===== src/rtl/policy_argmax_pipe.sv =====
// Two-stage signed argmax over four Q-values with epsilon-greedy exploration
// driven by an on-chip 16-bit Fibonacci LFSR.
module policy_argmax_pipe #(
    parameter int          DW        = 32,
    parameter logic [15:0] LFSR_SEED = 16'hACE1
) (
    input  logic                 clk,
    input  logic                 rst_n,
    input  logic                 in_valid,
    output logic                 in_ready,
    input  logic signed [DW-1:0] q0,
    input  logic signed [DW-1:0] q1,
    input  logic signed [DW-1:0] q2,
    input  logic signed [DW-1:0] q3,
    input  logic                 explore_en,
    input  logic [7:0]           epsilon,
    output logic                 out_valid,
    input  logic                 out_ready,
    output logic [1:0]           action,
    output logic signed [DW-1:0] qmax,
    output logic [1:0]           greedy_action,
    output logic                 explored
);

    // An all-zero LFSR would lock up, so a zero seed is replaced by 1.
    localparam logic [15:0] SEED_EFF = (LFSR_SEED == 16'h0000) ? 16'h0001 : LFSR_SEED;

    logic [15:0]          lfsr;
    logic [15:0]          lfsr_next;
    logic                 s1_valid;
    logic signed [DW-1:0] s1_m01;
    logic signed [DW-1:0] s1_m23;
    logic [1:0]           s1_i01;
    logic [1:0]           s1_i23;
    logic                 s1_explore_en;
    logic [7:0]           s1_epsilon;
    logic [15:0]          s1_lfsr;

    logic                 advance1;
    logic                 advance2;
    logic                 accept;

    logic signed [DW-1:0] m01;
    logic signed [DW-1:0] m23;
    logic [1:0]           i01;
    logic [1:0]           i23;
    logic signed [DW-1:0] qmax_d;
    logic [1:0]           greedy_d;
    logic                 explore_d;
    logic [1:0]           action_d;

    // Handshake: a beat moves on a clock edge where valid && ready. Each stage
    // advances when its successor is empty or being drained this cycle, so
    // in_ready depends only on registered valids and out_ready, never in_valid.
    assign advance2 = !out_valid || out_ready;
    assign advance1 = !s1_valid || advance2;
    assign in_ready = advance1;
    assign accept   = in_valid && in_ready;

    assign lfsr_next = {lfsr[14:0], lfsr[15] ^ lfsr[13] ^ lfsr[12] ^ lfsr[10]};

    // Ties keep the lower index: the higher one must be strictly greater.
    always_comb begin
        m01 = q0;
        i01 = 2'd0;
        m23 = q2;
        i23 = 2'd2;
        if (q1 > q0) begin
            m01 = q1;
            i01 = 2'd1;
        end
        if (q3 > q2) begin
            m23 = q3;
            i23 = 2'd3;
        end
    end

    always_comb begin
        qmax_d    = s1_m01;
        greedy_d  = s1_i01;
        if (s1_m23 > s1_m01) begin
            qmax_d   = s1_m23;
            greedy_d = s1_i23;
        end
        explore_d = s1_explore_en && (s1_lfsr[7:0] < s1_epsilon);
        action_d  = explore_d ? s1_lfsr[9:8] : greedy_d;
    end

    always_ff @(posedge clk or negedge rst_n) begin
        if (!rst_n) begin
            lfsr <= SEED_EFF;
        end else if (accept) begin
            lfsr <= lfsr_next;
        end
    end

    // Stage 1 captures the pre-advance LFSR value alongside the pair maxima.
    always_ff @(posedge clk or negedge rst_n) begin
        if (!rst_n) begin
            s1_valid      <= 1'b0;
            s1_m01        <= '0;
            s1_m23        <= '0;
            s1_i01        <= 2'd0;
            s1_i23        <= 2'd0;
            s1_explore_en <= 1'b0;
            s1_epsilon    <= 8'd0;
            s1_lfsr       <= 16'd0;
        end else if (advance1) begin
            s1_valid <= in_valid;
            if (in_valid) begin
                s1_m01        <= m01;
                s1_m23        <= m23;
                s1_i01        <= i01;
                s1_i23        <= i23;
                s1_explore_en <= explore_en;
                s1_epsilon    <= epsilon;
                s1_lfsr       <= lfsr;
            end
        end
    end

    always_ff @(posedge clk or negedge rst_n) begin
        if (!rst_n) begin
            out_valid     <= 1'b0;
            qmax          <= '0;
            greedy_action <= 2'd0;
            action        <= 2'd0;
            explored      <= 1'b0;
        end else if (advance2) begin
            out_valid <= s1_valid;
            if (s1_valid) begin
                qmax          <= qmax_d;
                greedy_action <= greedy_d;
                action        <= action_d;
                explored      <= explore_d;
            end
        end
    end

endmodule


===== config.mk =====
export PLATFORM = sky130hd
export DESIGN_NAME = policy_argmax_pipe
export DESIGN_NICKNAME = d
export VERILOG_FILES = /design/src/rtl/policy_argmax_pipe.sv
export SDC_FILE = /design/constraint.sdc
export NUM_CORES = 1
export LEC_CHECK = 0
export CORE_MARGIN = 5
export CORE_UTILIZATION = 50
export CTS_BUF_LIST = sky130_fd_sc_hd__clkbuf_4
export CTS_CLUSTER_SIZE = 25
export DETAILED_ROUTE_END_ITERATION = 6
export DONT_BUFFER_PORTS = 1
export PLACE_DENSITY = 0.7
export SLEW_MARGIN = 20
export SYNTH_ARGS = -nofsm -noshare
export SYNTH_HDL_FRONTEND = slang
export SYNTH_SLANG_ARGS = --single-unit

===== constraint.sdc =====
create_clock -name clk -period 3.2 [get_ports clk]
set_input_delay 0.32 -clock clk [delete_from_list [all_inputs] [get_ports clk]]
set_output_delay 0.32 -clock clk [all_outputs]
set_load 0.02 [all_outputs]

# Yosys cells after proc, flatten, opt, wreduce, memory -nomap -nowiden
# Cells that the tools add are included.
# W data, S select, Z words.
word_totals:
  inputBits: 141
  output_inout_bits: 39
  reg_bits: 142
op_classes:
  muxes: 7
  n_reduce_logical: 8
  n_lt_le_gt_ge: 4
  bitwise_logic: 3
ops:
  columns: ["operator", "n"]
  rows:
  - ["$gt A32 B32 Y1", 3]
  - ["$mux W32", 3]
  - ["$lt A8 B8 Y1", 1]
  - ["$mux W2", 2]
  - ["$reduce_and A2 Y1", 2]
  - ["$xor A1 B1 Y1", 3]
  - ["$logic_and A1 B1 Y1", 2]
  - ["$logic_not A1 Y1", 2]
  - ["$logic_or A1 B1 Y1", 2]
  - ["$mux W1", 2]

# Logic depth before layout (Yosys ltp)
# Gate-level depths: netlist of run 1.
depth:
  ltp_word: 4
  ltp_mapped: 11
  ltp_nobuf: 9

# Worst setup path after synthesis of run 1
# Ideal clock, no wire load.
synth_path:
  path_kind: "register to register"
  start: "register s1_m23[1]"
  end: "register action[1]"
  slack_ps: 928
  setup_ps: 77
  stages_incl_launch_ff: 9
  t_required_ps: 3123
  path_buffers: 0
  arrival_time_ps: 2194
  cell_sequence: "dfrtp_1 > ha_1 > nor2b_1 > o211ai_1 > a2111o_1 > a31oi_2 > o31ai_4 > or4_1 > a21oi_1"
synth_between:
  elab_chain_len: 3
synth_lines:
  columns: ["element", "line", "source"]
  rows:
  - ["start: declaration", "32", "logic signed [DW-1:0] s1_m23;"]
  - ["start signal: assignment", "112", "s1_m23 <= m23;"]
  - ["$gt A32 B32 Y1", "81", "if (s1_m23 > s1_m01) begin"]
  - ["$mux W2", "81", null]
  - ["$mux W2", "86", "action_d = explore_d ? s1_lfsr[9:8] : greedy_d;"]
  - ["end signal: assignment", "134", "action <= action_d;"]
  - ["end: declaration", "19", "output logic [1:0] action,"]
# Every way passes these cells.
# A chain may end at the register's enable or synchronous reset.

# Worst setup path in the final report of run 1
layout_path:
  start: "register s1_m01[31]"
  end: "register qmax[3]"
layout_between:
  elab_chain_len: 2
layout_lines:
  columns: ["element", "line", "source"]
  rows:
  - ["start: declaration", "31", "logic signed [DW-1:0] s1_m01;"]
  - ["start signal: assignment", "111", "s1_m01 <= m01;"]
  - ["$gt A32 B32 Y1", "81", null]
  - ["$mux W32", "81", null]
  - ["end signal: assignment", "132", "qmax <= qmax_d;"]
  - ["end: declaration", "20", "output logic signed [DW-1:0] qmax,"]
# Every way passes these cells.

==> impl_metrics.ini, run 1 <==
[outcome]
outcome = finished with violations
violations = negative hold slack

[timing]
tns_ns = 0
hold_viol_final = 135
setup_viol = 0
period_share_pct = 86.5
finClkSkew_ns = 0.0180
min_period_ns = 2.77
slew_headroom_pct = 39.0
worst_hold_slack_ns = -0.548
rsz0062_at_grt = false
fmax_mhz = 361
finalMaxSlewViolations = 0
tightestPinTransition_ns = 0.912

[clock_tree]
insertion_delay_ns = 0.55
cts_buffers = 17
htree_levels = 4
post_cts_resized = 0
ctsLongestPathBuffers = 2
cts_sinks = 135
cts_setup_buffers = 0
postCtsHoldBufs = 125
clkSlewWorstSetupHoldPaths_ns = 0.11
clockRootBuffer = clkbuf_4
tritoncts = built

[place]
place.gp.congestion = 0.863
io_buffers = 0
dpl.hpwl_mm = 17.4

[setup_path]
cp-startpoint = s1_m01[31]
cpMostUsedCell = inv_1
r2r-end = qmax[3]
crit_path_end_kind = flip-flop
cp_slowest_cell = dfrtp_1
crit_fanout = 32
critPathLaunchType = flip-flop
arrival_ns = 3.16
rr_startpoint = s1_m01[31]
critical_path_class = reg -> reg
reg2reg_slack_ns = 0.43
crit_buf_inv = 3
critPathTopFamily = compound AO/OA/AOI/OAI gates
cp.depth = 10
crit_end = qmax[3]
rr_worst_depth = 10
worst_ep_required_time_ns = 3.59
cpPeakStageDelay_ns = 0.45
path_cells = inv_1 -> ha_1 -> inv_1 -> a21oi_1 -> a211oi_1 -> nand2_1 -> o31a_1 -> buf_4 -> nand3_1 -> a31oi_1

[synthesis]
synth_top_family_by_area = compound AO/OA/AOI/OAI gates
synth_mux_area_share_pct = 0.111
ys_types = 46
synth_compound_area_share_pct = 21.1
synth_xor_area_share_pct = 0.291
avgSynthCellArea_um2 = 8.35
ys_ff_latch = 135
yosysSeqAreaShare_pct = 37.6
synthSimpleGateAreaFrac_pct = 18.3
synth_area_um2 = 9020
synth-adder-area-share_pct = 14.3
synth_warnings = 0
netlist_instances = 1081
synthesis.nets = 1325

[routing]
wl_mm = 25.1
antenna_left = 0
dr.pass1.iters = 5
wire_per_inst_um = 17.7
drc = 0
vias_per_cell = 5.77
num_vias = 8191
drt_iter0_drc = 530

[floorplan]
rows = 49
die-width_um = 144
start_util_pct = 50.6
dieArea_um2 = 20800
die_y_um = 144
core_region_area_um2 = 17800
io_pins = 180

[hold_path]
min_path_type = in -> async

[pwr]
pwr_density_cell_nw_per_um2 = 595
fin_total_pwr_w = 0.00636
p_leak_nw = 5.15
peakVddDrop_mv = 0.321

[grt]
antenna_found_initial = 1
grt_pass1_vias = 7901
grt-ovfl-total = 0
grt_use_total_pct = 24.1
grt_max_degree = 136
grt_first_pass_wirelength_mm = 39.9

[run]
maxCapViolCount = 0

[layout]
area_growth_pct = 18.5
fill_cells = 1562
final_net_count = 1421
drive_gt1_share_pct = 5.88
-- worst min path at each step --
stage | end | from | slack [ns] | depth (start not counted)
floorplan | action[0] | rst_n | 0.02 | 0
detailed placement | s1_m01[24] | rst_n | 0.03 | 0
global route | qmax[26] | rst_n | -0.59 | 0
global placement | s1_m01[24] | rst_n | 0.03 | 0
CTS | s1_m01[5] | rst_n | -0.59 | 0
finish | s1_m01[24] | rst_n | -0.55 | 0
-- kinds of logic (layout without fill, tap and decap cells) --
family | after synthesis | in the layout
compound gates | 293 | 293
xor+xnor | 3 | 3
fa+ha+maj | 103 | 103
buf+inv | 177 | 286
flops | 135 | 135
mux | 1 | 1
other cells | 0 | 1
simple gates | 369 | 369
-- metal layers --
metal / global-route usage, % / share of wire, % / vias up
met2: 37.1 / 45 / 260
met3: 5.56 / 7.4 / 48
li1: - / - / 4010
met5: 0 / 0 / -
met4: 8.15 / 2.3 / 0
met1: 33.8 / 45 / 3873
-- state kept, by name, indices dropped and copies added (netlist names) --
| signal | cells |
|---|---|
| explored | 1 |
| s1_explore_en | 1 |
| s1_epsilon | 8 |
| out_valid | 1 |
| s1_m01 | 32 |
| s1_valid | 1 |
| s1_i23 | 2 |
| s1_lfsr | 4 |
| greedy_action | 2 |
| lfsr | 16 |
| action | 2 |
| s1_i01 | 1 |
| qmax | 32 |
| s1_m23 | 32 |
-- power by group --
group	switching [W]	internal (W)	total, W
Sequential	0.000763	0.00221	0.00297
Clock	0.000603	0.000431	0.00103
Combinational	0.00127	0.00108	0.00235
-- layout make-up --
cell class / count / area (µm²) / area share, %
clock inverters: 8 / 58.8 / 0.550
well taps: 229 / 287 / 2.68
repair buffers: 145 / 1460 / 13.7
clock buffers: 24 / 180 / 1.69
inverters: 109 / 409 / 3.83
multi-input cells: 769 / 4900 / 45.9
diodes: 1 / 2.50 / 0.0234
flip-flops and latches: 135 / 3390 / 31.7
-- cell usage after synthesis (all sizes together) --
library cell / n / area [µm²]
a2111o: 1 / 11.3
a211oi: 4 / 30.0
a21bo: 2 / 20.0
a21o: 71 / 533
a21oi: 47 / 243
a221o: 4 / 40.0
a221oi: 1 / 8.76
a22oi: 1 / 7.51
a31oi: 98 / 619
and2: 4 / 25.0
buf: 34 / 224
clkbuf: 34 / 128
dfrtp: 127 / 3180
dfstp: 8 / 210
ha: 103 / 1290
inv: 109 / 409
mux2i: 1 / 10.0
nand2: 104 / 390
nand2b: 6 / 37.5
nand3: 113 / 566
nand3b: 1 / 7.51
nand4: 18 / 119
nor2: 109 / 409
nor2b: 1 / 6.26
nor3: 4 / 20.0
nor4: 5 / 31.3
o211ai: 2 / 15.0
o21a: 2 / 15.0
o21ai: 52 / 260
o221ai: 1 / 8.76
o311ai: 2 / 32.5
o31a: 2 / 17.5
o31ai: 2 / 28.8
o41ai: 1 / 8.76
or3: 1 / 6.26
or4: 3 / 30.0
xnor2: 3 / 26.3
-- stage by stage --
step / util [%] / area (µm²) / instances / setup WS [ns]
floorplan: - / 9020 / 1081 / 0.928
global placement: 51.6 / 9200 / 1262 / 0.546
detailed placement: 51.6 / 9200 / 1262 / 0.500
CTS: 59.9 / 10700 / 1419 / 0.464
global route: 59.9 / 10700 / 1420 / 0.209
finish: 59.9 / 10700 / 1420 / 0.433
-- worst register-to-register path, stage by stage, from the launching register on --
cell,delay (ns)
dfrtp_1,0.45
inv_1,0.07
ha_1,0.37
inv_1,0.21
a21oi_1,0.07
a211oi_1,0.37
nand2_1,0.25
o31a_1,0.35
buf_4,0.25
nand3_1,0.13
a31oi_1,0.08
-- cells in the final DEF, fill, tap and decap left out, types with 4 or more instances in the layout --
cell type and instances:
dfrtp_1 127, dlygate4sd3_1 125, nand3_1 113, inv_1 109
nor2_1 109, nand2_1 104, ha_1 103, a31oi_1 97
a21o_1 71, o21ai_0 52, a21oi_1 44, clkbuf_4 24
nand4_1 17, buf_4 15, dfstp_2 8, nand2b_1 6
nor4_1 5, clkinv_1 5, buf_12 5, a221o_1 4
nor3_1 4, a211oi_1 4
Note: power is estimated with default switching activity, not from simulation.
==> run 2, diff against run 1 <==
--- a/config.mk
+++ b/config.mk
@@ -12,6 +12,8 @@
 export DETAILED_ROUTE_END_ITERATION = 6
 export DONT_BUFFER_PORTS = 1
 export PLACE_DENSITY = 0.7
+export RECOVER_POWER = 100
+export SKIP_CTS_REPAIR_TIMING = 1
 export SLEW_MARGIN = 20
 export SYNTH_ARGS = -nofsm -noshare
 export SYNTH_HDL_FRONTEND = slang
==> impl_metrics.ini, run 2 (synthesis results as in run 1) <==
[outcome]
outcome = finished with violations
violations = negative hold slack

[clock_tree]
cts_buffers = 17
ctsLongestPathBuffers = 2
clockRootBuffer = clkbuf_4
insertion_delay_ns = 0.55
clkSlewWorstSetupHoldPaths_ns = 0.11
cts_sinks = 135
htree_levels = 4
tritoncts = built

[setup_path]
r2r-end = action[1]
cpPeakStageDelay_ns = 0.58
critPathLaunchType = input pin
rr_startpoint = s1_m01[31]
critPathTopFamily = buffers and inverters
cp-startpoint = q0[9]
arrival_ns = 3.50
reg2reg_slack_ns = 0.30
crit_buf_inv = 4
crit_end = s1_m01[5]
critical_path_class = in -> reg
crit_path_end_kind = flip-flop
cpMostUsedCell = dlygate4sd3_1
cp_slowest_cell = dlygate4sd3_1
path_cells = dlygate4sd3_1 -> inv_1 -> ha_1 -> nand4_1 -> nor2_1 -> a221o_1 -> a211oi_1 -> o311ai_4 -> buf_12 -> a21o_1 -> a31oi_1 -> dlygate4sd3_1
worst_ep_required_time_ns = 3.69
crit_fanout = 33
rr_worst_depth = 10
cp.depth = 12

[routing]
dr.pass1.iters = 5
wl_met2_mm = 11.2
dr.max_layer_used = met4
wl_met3_mm = 1.89
num_vias = 8045
wl_mm = 24.7
drt_iter0_drc = 511
drc = 0
vias_per_cell = 5.78
wire_per_inst_um = 17.8
wl_met1_mm = 11.1
antenna_left = 0

[floorplan]
start_util_pct = 50.6
die_y_um = 144
io_pins = 180
die-width_um = 144
dieArea_um2 = 20800
core_region_area_um2 = 17800
rows = 49

[grt]
grt_pass1_vias = 7084
antenna_found_initial = 1
grt_use_total_pct = 22.3
grt_first_pass_wirelength_mm = 36.8
grt_max_degree = 136
grt-ovfl-total = 0

[place]
place.gp.congestion = 0.863
dpl.hpwl_mm = 17.4
io_buffers = 0
dp_slack_ns = 0.500

[layout]
final_common_cell = dfrtp_1
drive_gt1_share_pct = 5.76
final_cell_mix = 127 x dfrtp_1, 113 x nand3_1, 109 x inv_1, 109 x nor2_1, 104 x nand2_1
final_net_count = 1394
top_regs = qmax x32, s1_m01 x32, s1_m23 x32
area_growth_pct = 15.3

[pwr]
p_leak_nw = 5.04
peakVddDrop_mv = 0.292
pwr_density_cell_nw_per_um2 = 600

[timing]
finClkSkew_ns = 0.0184
finalMaxSlewViolations = 0
slew_headroom_pct = 41.6
min_period_ns = 3.01
tightestPinTransition_ns = 0.873
setup_viol = 0
tns_ns = 0
worst_hold_slack_ns = -0.544
fmax_mhz = 333
rsz0062_at_grt = false
fin_ws_ns = 0.194
hold_viol_final = 135
period_share_pct = 93.9

[run]
maxCapViolCount = 0

[hold_path]
min_path_type = in -> async
## run 2: cell count changes in the layout (fill, tap and decap cells not counted)
cell and delta:
dlygate4sd3_1 -27, buf_4 -3, clkbuf_1 +2, a31oi_1 +1, a31oi_2 -1, clkbuf_2 +1
## run 2: how the worst min path moves through the flow
| stage | from | end | slack (ns) | cells after the start |
|---|---|---|---|---|
| 5_1_grt | rst_n | qmax[26] | -0.59 | 0 |
| 2_1_floorplan | rst_n | action[0] | 0.02 | 0 |
| 3_5_place_dp | rst_n | s1_m01[24] | 0.03 | 0 |
| 6_report | rst_n | s1_m01[24] | -0.54 | 0 |
| 3_3_place_gp | rst_n | s1_m01[24] | 0.03 | 0 |
| 4_1_cts | rst_n | s1_m01[5] | -0.59 | 0 |
## run 2: area by class of cell
| type | instances | area, µm² |
|---|---|---|
| diodes | 1 | 2.50 |
| clock buffers | 24 | 180 |
| clock inverters | 8 | 58.8 |
| fillers | 1581 | 7440 |
| inverters | 109 | 409 |
| multi-input cells | 769 | 4900 |
| flip-flops and latches | 135 | 3390 |
| well taps | 229 | 287 |
| repair buffers | 118 | 1180 |
## run 2: report_power, final
part | switching (W) | internal, W
Clock | 0.000606 | 0.000431
Sequential | 0.000759 | 0.00221
Combinational | 0.00125 | 0.000991
Total | 0.00262 | 0.00363
## run 2: per-layer routing
| layer | track usage (%) | vias up |
|---|---|---|
| met5 | 0 | - |
| met4 | 7.17 | 0 |
| met3 | 6.02 | 37 |
| met2 | 32.7 | 266 |
| met1 | 32.2 | 3791 |
| li1 | - | 3951 |
## run 2: metrics by stage
stage	cell area, µm²	instances	total power (W)	hold slack, ns	util, %
5_1_grt	10400	1393	0.00671	-0.591	58.3
3_3_place_gp	9200	1262	0.00501	0.0324	51.6
4_1_cts	9440	1294	0.00612	-0.591	52.9
2_1_floorplan	9020	1081	0.00444	0.0244	-
3_5_place_dp	9200	1262	0.00508	0.0333	51.6
6_report	10400	1393	0.00624	-0.544	58.3
